## src/rtl/cpu_memory_arbiter_pkg.sv

```systemverilog
// Shared types for the CPU memory arbiter: FSM states,
// port ownership and byte-lane mask constants.
package cpu_mem_pkg;

  typedef enum logic [1:0] {
    IDLE    = 2'd0,
    BUSY_IC = 2'd1,
    BUSY_D  = 2'd2,
    RESPOND = 2'd3
  } arb_state_e;

  typedef enum logic [1:0] {
    OWN_NONE = 2'd0,
    OWN_IC   = 2'd1,
    OWN_D    = 2'd2
  } owner_e;

  localparam logic [1:0] MASK_NONE = 2'b00;
  localparam logic [1:0] MASK_LO   = 2'b01;
  localparam logic [1:0] MASK_HI   = 2'b10;
  localparam logic [1:0] MASK_BOTH = 2'b11;

  localparam int STARVE_BITS = 4;

endpackage

```

## src/rtl/cpu_memory_arbiter_if.sv

```systemverilog
// Bus bundle between the arbiter and its requesters and memory.
// master = arbiter view, slave = icache/core/memory view.
interface cpu_memory_arbiter_if #(
  parameter int ADDRESS_BITS = 16,
  parameter int DATA_BITS    = 16
);
  logic                    ic_ready;
  logic [ADDRESS_BITS-1:0] ic_address;
  logic                    ic_valid;
  logic [DATA_BITS-1:0]    ic_data;

  logic                    d_request;
  logic                    d_wr;
  logic [ADDRESS_BITS-1:0] d_address;
  logic [DATA_BITS-1:0]    d_wdata;
  logic [1:0]              d_wmask;
  logic                    d_valid;
  logic [DATA_BITS-1:0]    d_rdata;

  logic                    mem_req;
  logic                    mem_wr;
  logic [ADDRESS_BITS-1:0] mem_address;
  logic [DATA_BITS-1:0]    mem_wdata;
  logic [1:0]              mem_wmask;
  logic                    mem_ack;
  logic [DATA_BITS-1:0]    mem_rdata;

  modport master (
    input  ic_ready, ic_address,
    input  d_request, d_wr, d_address,
    input  d_wdata, d_wmask,
    input  mem_ack, mem_rdata,
    output ic_valid, ic_data,
    output d_valid, d_rdata,
    output mem_req, mem_wr, mem_address,
    output mem_wdata, mem_wmask
  );

  modport slave (
    output ic_ready, ic_address,
    output d_request, d_wr, d_address,
    output d_wdata, d_wmask,
    output mem_ack, mem_rdata,
    input  ic_valid, ic_data,
    input  d_valid, d_rdata,
    input  mem_req, mem_wr, mem_address,
    input  mem_wdata, mem_wmask
  );

endinterface

```

## src/rtl/cpu_mem_arb_priority.sv

```systemverilog
// Grant decision for the arbiter: data first, but the icache is
// forced ahead once it has waited through STARVE_LIMIT data grants.
module cpu_mem_arb_priority
  import cpu_mem_pkg::*;
#(
  parameter int STARVE_LIMIT = 4
) (
  input  logic CLK,
  input  logic RSTb,
  input  logic idle,
  input  logic ic_ready,
  input  logic d_request,
  output logic grant_ic,
  output logic grant_d
);

  localparam logic [STARVE_BITS-1:0] LIMIT =
    STARVE_BITS'(STARVE_LIMIT);

  logic [STARVE_BITS-1:0] starve_q;
  logic                   ic_starved;

  always_comb begin
    ic_starved = ic_ready && (starve_q == LIMIT);
    grant_d    = idle && d_request && !ic_starved;
    grant_ic   = idle && ic_ready && !grant_d;
  end

  always_ff @(posedge CLK or negedge RSTb) begin
    if (!RSTb) begin
      starve_q <= '0;
    end else if (idle) begin
      if (!ic_ready || grant_ic) begin
        starve_q <= '0;
      end else if (grant_d && starve_q != LIMIT) begin
        starve_q <= starve_q + 1'b1;
      end
    end
  end

endmodule

```

## src/rtl/cpu_memory_arbiter.sv

```systemverilog
// Shares one memory port between icache fill and CPU data port,
// one transaction outstanding, registered request to memory.
module cpu_memory_arbiter
  import cpu_mem_pkg::*;
#(
  parameter int ADDRESS_BITS = 16,
  parameter int DATA_BITS    = 16,
  parameter int STARVE_LIMIT = 4
) (
  input  logic                 CLK,
  input  logic                 RSTb,
  cpu_memory_arbiter_if.master bus
);

  arb_state_e state_q, state_d;
  owner_e     owner_q;
  logic       grant_ic, grant_d;
  logic       busy;

  logic [ADDRESS_BITS-1:0] addr_q;
  logic [DATA_BITS-1:0]    wdata_q;
  logic [1:0]              wmask_q;
  logic                    wr_q;
  logic [DATA_BITS-1:0]    ic_data_q;
  logic [DATA_BITS-1:0]    d_rdata_q;

  cpu_mem_arb_priority #(
    .STARVE_LIMIT(STARVE_LIMIT)
  ) u_prio (
    .CLK      (CLK),
    .RSTb     (RSTb),
    .idle     (state_q == IDLE),
    .ic_ready (bus.ic_ready),
    .d_request(bus.d_request),
    .grant_ic (grant_ic),
    .grant_d  (grant_d)
  );

  always_ff @(posedge CLK or negedge RSTb) begin
    if (!RSTb) state_q <= IDLE;
    else       state_q <= state_d;
  end

  always_comb begin
    state_d = state_q;
    unique case (state_q)
      IDLE: begin
        if (grant_d)       state_d = BUSY_D;
        else if (grant_ic) state_d = BUSY_IC;
      end
      BUSY_IC, BUSY_D: begin
        if (bus.mem_ack) state_d = RESPOND;
      end
      RESPOND: state_d = IDLE;
      default: state_d = IDLE;
    endcase
  end

  // Request fields are frozen at grant; later requester changes are ignored.
  always_ff @(posedge CLK or negedge RSTb) begin
    if (!RSTb) begin
      addr_q    <= '0;
      wdata_q   <= '0;
      wmask_q   <= MASK_NONE;
      wr_q      <= 1'b0;
      owner_q   <= OWN_NONE;
      ic_data_q <= '0;
      d_rdata_q <= '0;
    end else begin
      if (grant_d) begin
        addr_q  <= bus.d_address;
        wdata_q <= bus.d_wdata;
        wmask_q <= bus.d_wmask;
        wr_q    <= bus.d_wr;
        owner_q <= OWN_D;
      end else if (grant_ic) begin
        addr_q  <= bus.ic_address;
        wdata_q <= '0;
        wmask_q <= MASK_NONE;
        wr_q    <= 1'b0;
        owner_q <= OWN_IC;
      end
      if (state_q == BUSY_IC && bus.mem_ack)
        ic_data_q <= bus.mem_rdata;
      if (state_q == BUSY_D && bus.mem_ack)
        d_rdata_q <= bus.mem_rdata;
    end
  end

  assign busy = (state_q == BUSY_IC) || (state_q == BUSY_D);

  assign bus.mem_req     = busy;
  assign bus.mem_wr      = wr_q;
  assign bus.mem_address = addr_q;
  assign bus.mem_wdata   = wdata_q;
  assign bus.mem_wmask   = wmask_q;

  assign bus.ic_valid = (state_q == RESPOND) && (owner_q == OWN_IC);
  assign bus.d_valid  = (state_q == RESPOND) && (owner_q == OWN_D);
  assign bus.ic_data  = ic_data_q;
  assign bus.d_rdata  = d_rdata_q;

endmodule
```

## src/flat_wrapper.sv

```systemverilog
// flat-port wrapper written by rule: the top's interface ports become plain ports
module cpu_memory_arbiter_flat import cpu_mem_pkg::*;
#(
  parameter int ADDRESS_BITS = 16,
  parameter int DATA_BITS    = 16,
  parameter int STARVE_LIMIT = 4
)
  (CLK, RSTb, bus_ic_ready, bus_ic_address, bus_d_request, bus_d_wr, bus_d_address, bus_d_wdata, bus_d_wmask, bus_mem_ack, bus_mem_rdata, bus_ic_valid, bus_ic_data, bus_d_valid, bus_d_rdata, bus_mem_req, bus_mem_wr, bus_mem_address, bus_mem_wdata, bus_mem_wmask);
  cpu_memory_arbiter_if #(.ADDRESS_BITS(ADDRESS_BITS), .DATA_BITS(DATA_BITS)) bus_i ();
  input  logic CLK;
  input  logic RSTb;
  input wire logic [$bits(bus_i.ic_ready)-1:0] bus_ic_ready;
  input wire logic [$bits(bus_i.ic_address)-1:0] bus_ic_address;
  input wire logic [$bits(bus_i.d_request)-1:0] bus_d_request;
  input wire logic [$bits(bus_i.d_wr)-1:0] bus_d_wr;
  input wire logic [$bits(bus_i.d_address)-1:0] bus_d_address;
  input wire logic [$bits(bus_i.d_wdata)-1:0] bus_d_wdata;
  input wire logic [$bits(bus_i.d_wmask)-1:0] bus_d_wmask;
  input wire logic [$bits(bus_i.mem_ack)-1:0] bus_mem_ack;
  input wire logic [$bits(bus_i.mem_rdata)-1:0] bus_mem_rdata;
  output wire logic [$bits(bus_i.ic_valid)-1:0] bus_ic_valid;
  output wire logic [$bits(bus_i.ic_data)-1:0] bus_ic_data;
  output wire logic [$bits(bus_i.d_valid)-1:0] bus_d_valid;
  output wire logic [$bits(bus_i.d_rdata)-1:0] bus_d_rdata;
  output wire logic [$bits(bus_i.mem_req)-1:0] bus_mem_req;
  output wire logic [$bits(bus_i.mem_wr)-1:0] bus_mem_wr;
  output wire logic [$bits(bus_i.mem_address)-1:0] bus_mem_address;
  output wire logic [$bits(bus_i.mem_wdata)-1:0] bus_mem_wdata;
  output wire logic [$bits(bus_i.mem_wmask)-1:0] bus_mem_wmask;
  assign bus_i.ic_ready = bus_ic_ready;
  assign bus_i.ic_address = bus_ic_address;
  assign bus_i.d_request = bus_d_request;
  assign bus_i.d_wr = bus_d_wr;
  assign bus_i.d_address = bus_d_address;
  assign bus_i.d_wdata = bus_d_wdata;
  assign bus_i.d_wmask = bus_d_wmask;
  assign bus_i.mem_ack = bus_mem_ack;
  assign bus_i.mem_rdata = bus_mem_rdata;
  assign bus_ic_valid = bus_i.ic_valid;
  assign bus_ic_data = bus_i.ic_data;
  assign bus_d_valid = bus_i.d_valid;
  assign bus_d_rdata = bus_i.d_rdata;
  assign bus_mem_req = bus_i.mem_req;
  assign bus_mem_wr = bus_i.mem_wr;
  assign bus_mem_address = bus_i.mem_address;
  assign bus_mem_wdata = bus_i.mem_wdata;
  assign bus_mem_wmask = bus_i.mem_wmask;
  cpu_memory_arbiter #(.ADDRESS_BITS(ADDRESS_BITS), .DATA_BITS(DATA_BITS), .STARVE_LIMIT(STARVE_LIMIT)) u_core (.CLK(CLK), .RSTb(RSTb), .bus(bus_i));
endmodule
```

## config.mk

```make
export PLATFORM = sky130hd
export DESIGN_NAME = cpu_memory_arbiter_flat
export DESIGN_NICKNAME = d
export VERILOG_FILES = /design/src/rtl/cpu_memory_arbiter_pkg.sv /design/src/rtl/cpu_memory_arbiter_if.sv /design/src/rtl/cpu_mem_arb_priority.sv /design/src/rtl/cpu_memory_arbiter.sv /design/src/flat_wrapper.sv
export SDC_FILE = /design/constraint.sdc
export NUM_CORES = 1
export LEC_CHECK = 0
export ABC_AREA = 1
export BUFFER_PORTS_ARGS = -buffer_cell sky130_fd_sc_hd__clkbuf_2
export CAP_MARGIN = 20
export CORE_ASPECT_RATIO = 1.75
export CORE_MARGIN = 2
export CORE_UTILIZATION = 47
export CTS_CLUSTER_SIZE = 16
export DETAILED_ROUTE_END_ITERATION = 6
export PLACE_DENSITY = 0.79
export SETUP_SLACK_MARGIN = 0.15
export SYNTH_ARGS = -nofsm -noshare
export SYNTH_HDL_FRONTEND = slang
export SYNTH_SLANG_ARGS = --single-unit
```

## constraint.sdc

```tcl
create_clock -name CLK -period 1.7 [get_ports CLK]
set_clock_uncertainty 0.1 [all_clocks]
set_input_delay 0.34 -clock CLK [delete_from_list [all_inputs] [get_ports CLK]]
set_output_delay 0.34 -clock CLK [all_outputs]
set_load 0.02 [all_outputs]
```

==> flow_results.org <==
** Status
- The run finished with clean final reports.

** Setup path
- By startpoint and endpoint, the worst setup path is classified as flop to output pin.
- The startpoint identified for the worst register-to-register timing path is u_core.state_q[0].
- At the worst endpoint, the required time is between 1 and 1.5 ns.
- Data on the critical path arrives at its endpoint at 1.24 ns.
- Setup slack on the worst reg-to-reg path comes out at 0.17 ns.
- Source of the critical timing path :: u_core.state_q[0]
- In this run the worst setup path terminates at bus_ic_valid.
- Max FO, Critical Path :: 2
- The number of cells on the worst reg-to-reg path is 8.
- Worst R2R End :: u_core.bus.ic_data[6]
- Type of origin of the critical path :: flop
- STA classifies the critical path endpoint as an output pin.

** Clock tree
- Worst-path clk slew :: 0.05 ns
- Number of CTS-inserted buffers :: 9
- TritonCTS built the clock tree.
- Max H-tree Level :: 3
- The tree built by TritonCTS fans out to 75 sinks.
- Largest buffer count on any clock path :: 2
- Root buf cell :: sky130_fd_sc_hd__clkbuf_16
- Clock network latency to the later pin of the worst-skew pair :: 0.33 ns

** Power and ir drop
- Sequential group share of total power :: 32.8%
- Combinational logic burns 48.4% of the power.
- Worst ir drop on vdd :: 1.21 mV
- Switching Share :: 42.5%
- Clock share of power :: 18.8%
- P per Cell Area :: 2080 nW/µm²
- Sum of internal, switching and leakage power :: roughly 0.0098 W
- Cell internal power was estimated by the tool at 0.00563 W.
- Summed over all cells, the static leakage comes to 2.60 nW.
- The analysis attributes to net switching a power of roughly 0.0042 W.

** Yosys
- By area the synthesized netlist is led by sky130_fd_sc_hd__dfrtp_1, sky130_fd_sc_hd__nand2_1, sky130_fd_sc_hd__nand3_1.
- Synthesis produced 356 cells.
- Yosys instantiated no cell more often than sky130_fd_sc_hd__nand2_1.
- The synthesized design contains 0 enable-type register cells.
- Most frequently used flop master after synthesis :: sky130_fd_sc_hd__dfrtp_1
- Averaged over all synthesized cells, the footprint is 9.11 µm².
- Sequential-to-total area share from yosys stat :: 57.8%
- Counting distinct cell types in the post-synthesis netlist gives 20.
- In the synthesized netlist, the cells that appear most often are sky130_fd_sc_hd__nand2_1, sky130_fd_sc_hd__dfrtp_1, sky130_fd_sc_hd__nand3_1.
- Of all cell types, the one taking the most synthesized area is sky130_fd_sc_hd__dfrtp_1.
- The number of nets handed over by synthesis was 435.
- Top cell type's share of synthesized area :: 57.8%
- Yosys warning total :: 0
- In this run the cell area of the synthesized design comes to between 3000 and 4000 µm².
- The synthesized design contains 75 register bits.
- Asr flop ratio synth :: 100%

** Finish
- The number of antenna diodes in the final layout is 0.
- Layout overhead on the synthesized area :: 45.4%
- Proportion of layout cells with a drive suffix above 1 :: 44.9%
- The finished cells cover 4720 µm².
- For this run, the number of standard cells in the final layout without fillers is 599.
- NumNets Final :: 589

** Drt
- Post-detailed-route wirelength per cell :: 13.8 µm
- Antenna Violating Nets Remaining :: 0
- Count of unresolved DRC violations after routing :: 0
- First-pass detailed-route iteration total :: 4
- Routed via count :: 2995
- Via-to-Cell Ratio :: 5.00
- DRC marker count from the first detailed-route iteration :: 112
- Total routed wirelength :: 8280 µm

** Floorplanning
- Die extent in x :: roughly 67 µm
- Once the floorplan was initialized, standard cells occupied 48.0% of the core.
- DIE HEIGHT :: 114 µm
- Ports placed on the boundary :: 142
- Core area :: about 6800 µm²
- The initialized floorplan defines 40 standard-cell rows.
- The die covers 7610 µm².

** Placed design
- In this run, placement finished with an instance count of 571.
- Global placer's final weighted congestion :: ~0.82
- Buffers placed on the I/O ports in this run total 141.
- Once detailed placement completed, the half-perimeter wirelength came to between 5000 and 6000 µm.
- Summing all placed instances gives a cell area of 4080 µm².

** GRT
- For this run the aggregate overflow at the end of global routing stands at 0.
- Overall track demand over capacity in global routing :: 22.3%
- Entering global routing, the biggest net connects 76 pins.
- The first global-routing pass estimated 13000 µm of wire.
- The via count of the first global-routing pass came to 2931.
- Antenna violations before repair :: 0

** STA
- At the pin with the least slew margin, the transition time is 0.402 ns.
- The max-slew violation count came to 0.
- Unrepaired setup endpoints after global routing :: yes
- Max-slew headroom at the worst pin :: around three quarters
- Final hold violations :: 0
- The final critical path takes up 98.9% of the cycle.
- Highest attainable clock frequency :: 0.595 GHz
- Post-layout min period :: roughly 1.7 ns
- Setup violations remaining at the end of the flow were counted as 0.

** Flow run
- Max-cap violations in this run came to 0.

** Min path
- HP Class :: primary input to flop
## power groups by stage
stage | clock network (W) | logic [W] | registers, W
2_1_floorplan | 0 | 0.00169 | 0.00407
3_3_place_gp | 0 | 0.00397 | 0.00313
3_5_place_dp | 0 | 0.00408 | 0.00315
4_1_cts | 0.00188 | 0.00427 | 0.00315
5_1_grt | 0.00196 | 0.00518 | 0.00331
6_report | 0.00184 | 0.00474 | 0.00322
## metal layers
layer	part of all wire, %	track usage [%]
met5	0	0
met4	1.4	8.98
met2	54	38.7
met1	36	25.1
met3	8.0	6.41
## cell type report
type	count	area, µm²
Clock buffer	10	239
Sequential cell	75	1880
Timing Repair Buffer	162	981
Tap cell	84	105
Fill cell	522	2040
Multi-Input combinational cell	231	1340
Clock inverter	6	55.1
Inverter	31	119
## cells in the final DEF (no fill, tap or decap), types with 8 or more instances in the layout
cell / count
sky130_fd_sc_hd__o21ai_0: 17
sky130_fd_sc_hd__buf_4: 13
sky130_fd_sc_hd__nand2_2: 12
sky130_fd_sc_hd__nand2_4: 8
sky130_fd_sc_hd__dfrtp_1: 74
sky130_fd_sc_hd__nand2_1: 89
sky130_fd_sc_hd__clkbuf_2: 137
sky130_fd_sc_hd__nand3_2: 10
sky130_fd_sc_hd__o21ai_1: 14
sky130_fd_sc_hd__nand3_1: 57
sky130_fd_sc_hd__inv_1: 25
sky130_fd_sc_hd__clkbuf_16: 9
## sequential cells by signal, summed over array words and instances (netlist names)
signal	count
u_core.bus.d_rdata	16
u_core.bus.ic_data	16
u_core.bus.mem_address	16
u_core.bus.mem_wdata	16
u_core.u_prio.starve_q	4
u_core.bus.mem_wmask	2
u_core.owner_q	2
u_core.state_q	2
u_core.bus.mem_wr	1
## metrics by stage
stage | utilization (%) | hold slack [ns] | setup TNS [ns] | worst slack (ns)
finish | 69.8 | 0.134 | 0 | 0.0193
global route | 69.8 | 0.141 | -0.0229 | -0.0118
CTS | 66.1 | 0.130 | -0.0523 | -0.0476
detailed placement | 60.4 | 0.288 | 0 | 0.0798
global placement | 60.4 | 0.285 | 0 | 0.121
floorplan | - | -0.0556 | 0 | 0.159
## worst max-delay path: stages (launching register included)
cell and delay, ns:
sky130_fd_sc_hd__dfrtp_1 0.39, sky130_fd_sc_hd__buf_6 0.13, sky130_fd_sc_hd__ha_4 0.14, sky130_fd_sc_hd__inv_2 0.06, sky130_fd_sc_hd__nor3_2 0.04, sky130_fd_sc_hd__buf_4 0.15
## cells by family (layout without fill, tap and decap cells)
kind of cell             Yosys count  count (layout)  share of synthesized area (%)
AND/OR/NAND/NOR                  181             181                           25.6
AO/OA/AOI/OAI                     41              41                           6.67
flip-flops                        75              75                           57.8
buffers and inverters             50             209                           6.63
XOR/XNOR                           2               2                          0.540
adder cells (fa/ha/maj)            7               7                           2.70
## worst min-delay path by stage
| stage | start | to | cells past startpoint |
|---|---|---|---|
| floorplan | RSTb | u_core.bus.d_rdata[0] | 0 |
| global placement | RSTb | u_core.bus.d_rdata[9] | 2 |
| detailed placement | RSTb | u_core.bus.d_rdata[9] | 2 |
| CTS | bus_d_wdata[10] | u_core.bus.mem_wdata[10] | 3 |
| global route | bus_d_wdata[8] | u_core.bus.mem_wdata[8] | 3 |
| finish | bus_d_wdata[15] | u_core.bus.mem_wdata[15] | 3 |
## repair_timing
item | in CTS | in global routing
hold buffers | 1 | 0
pin swaps | 2 | 11
endpoints found under the setup margin | 45 | 45
resized for setup | 16 | 66
buffers inserted | 2 | 9
endpoints found under the hold margin | 75 | 0
Power figures use the tool's default switching activity.
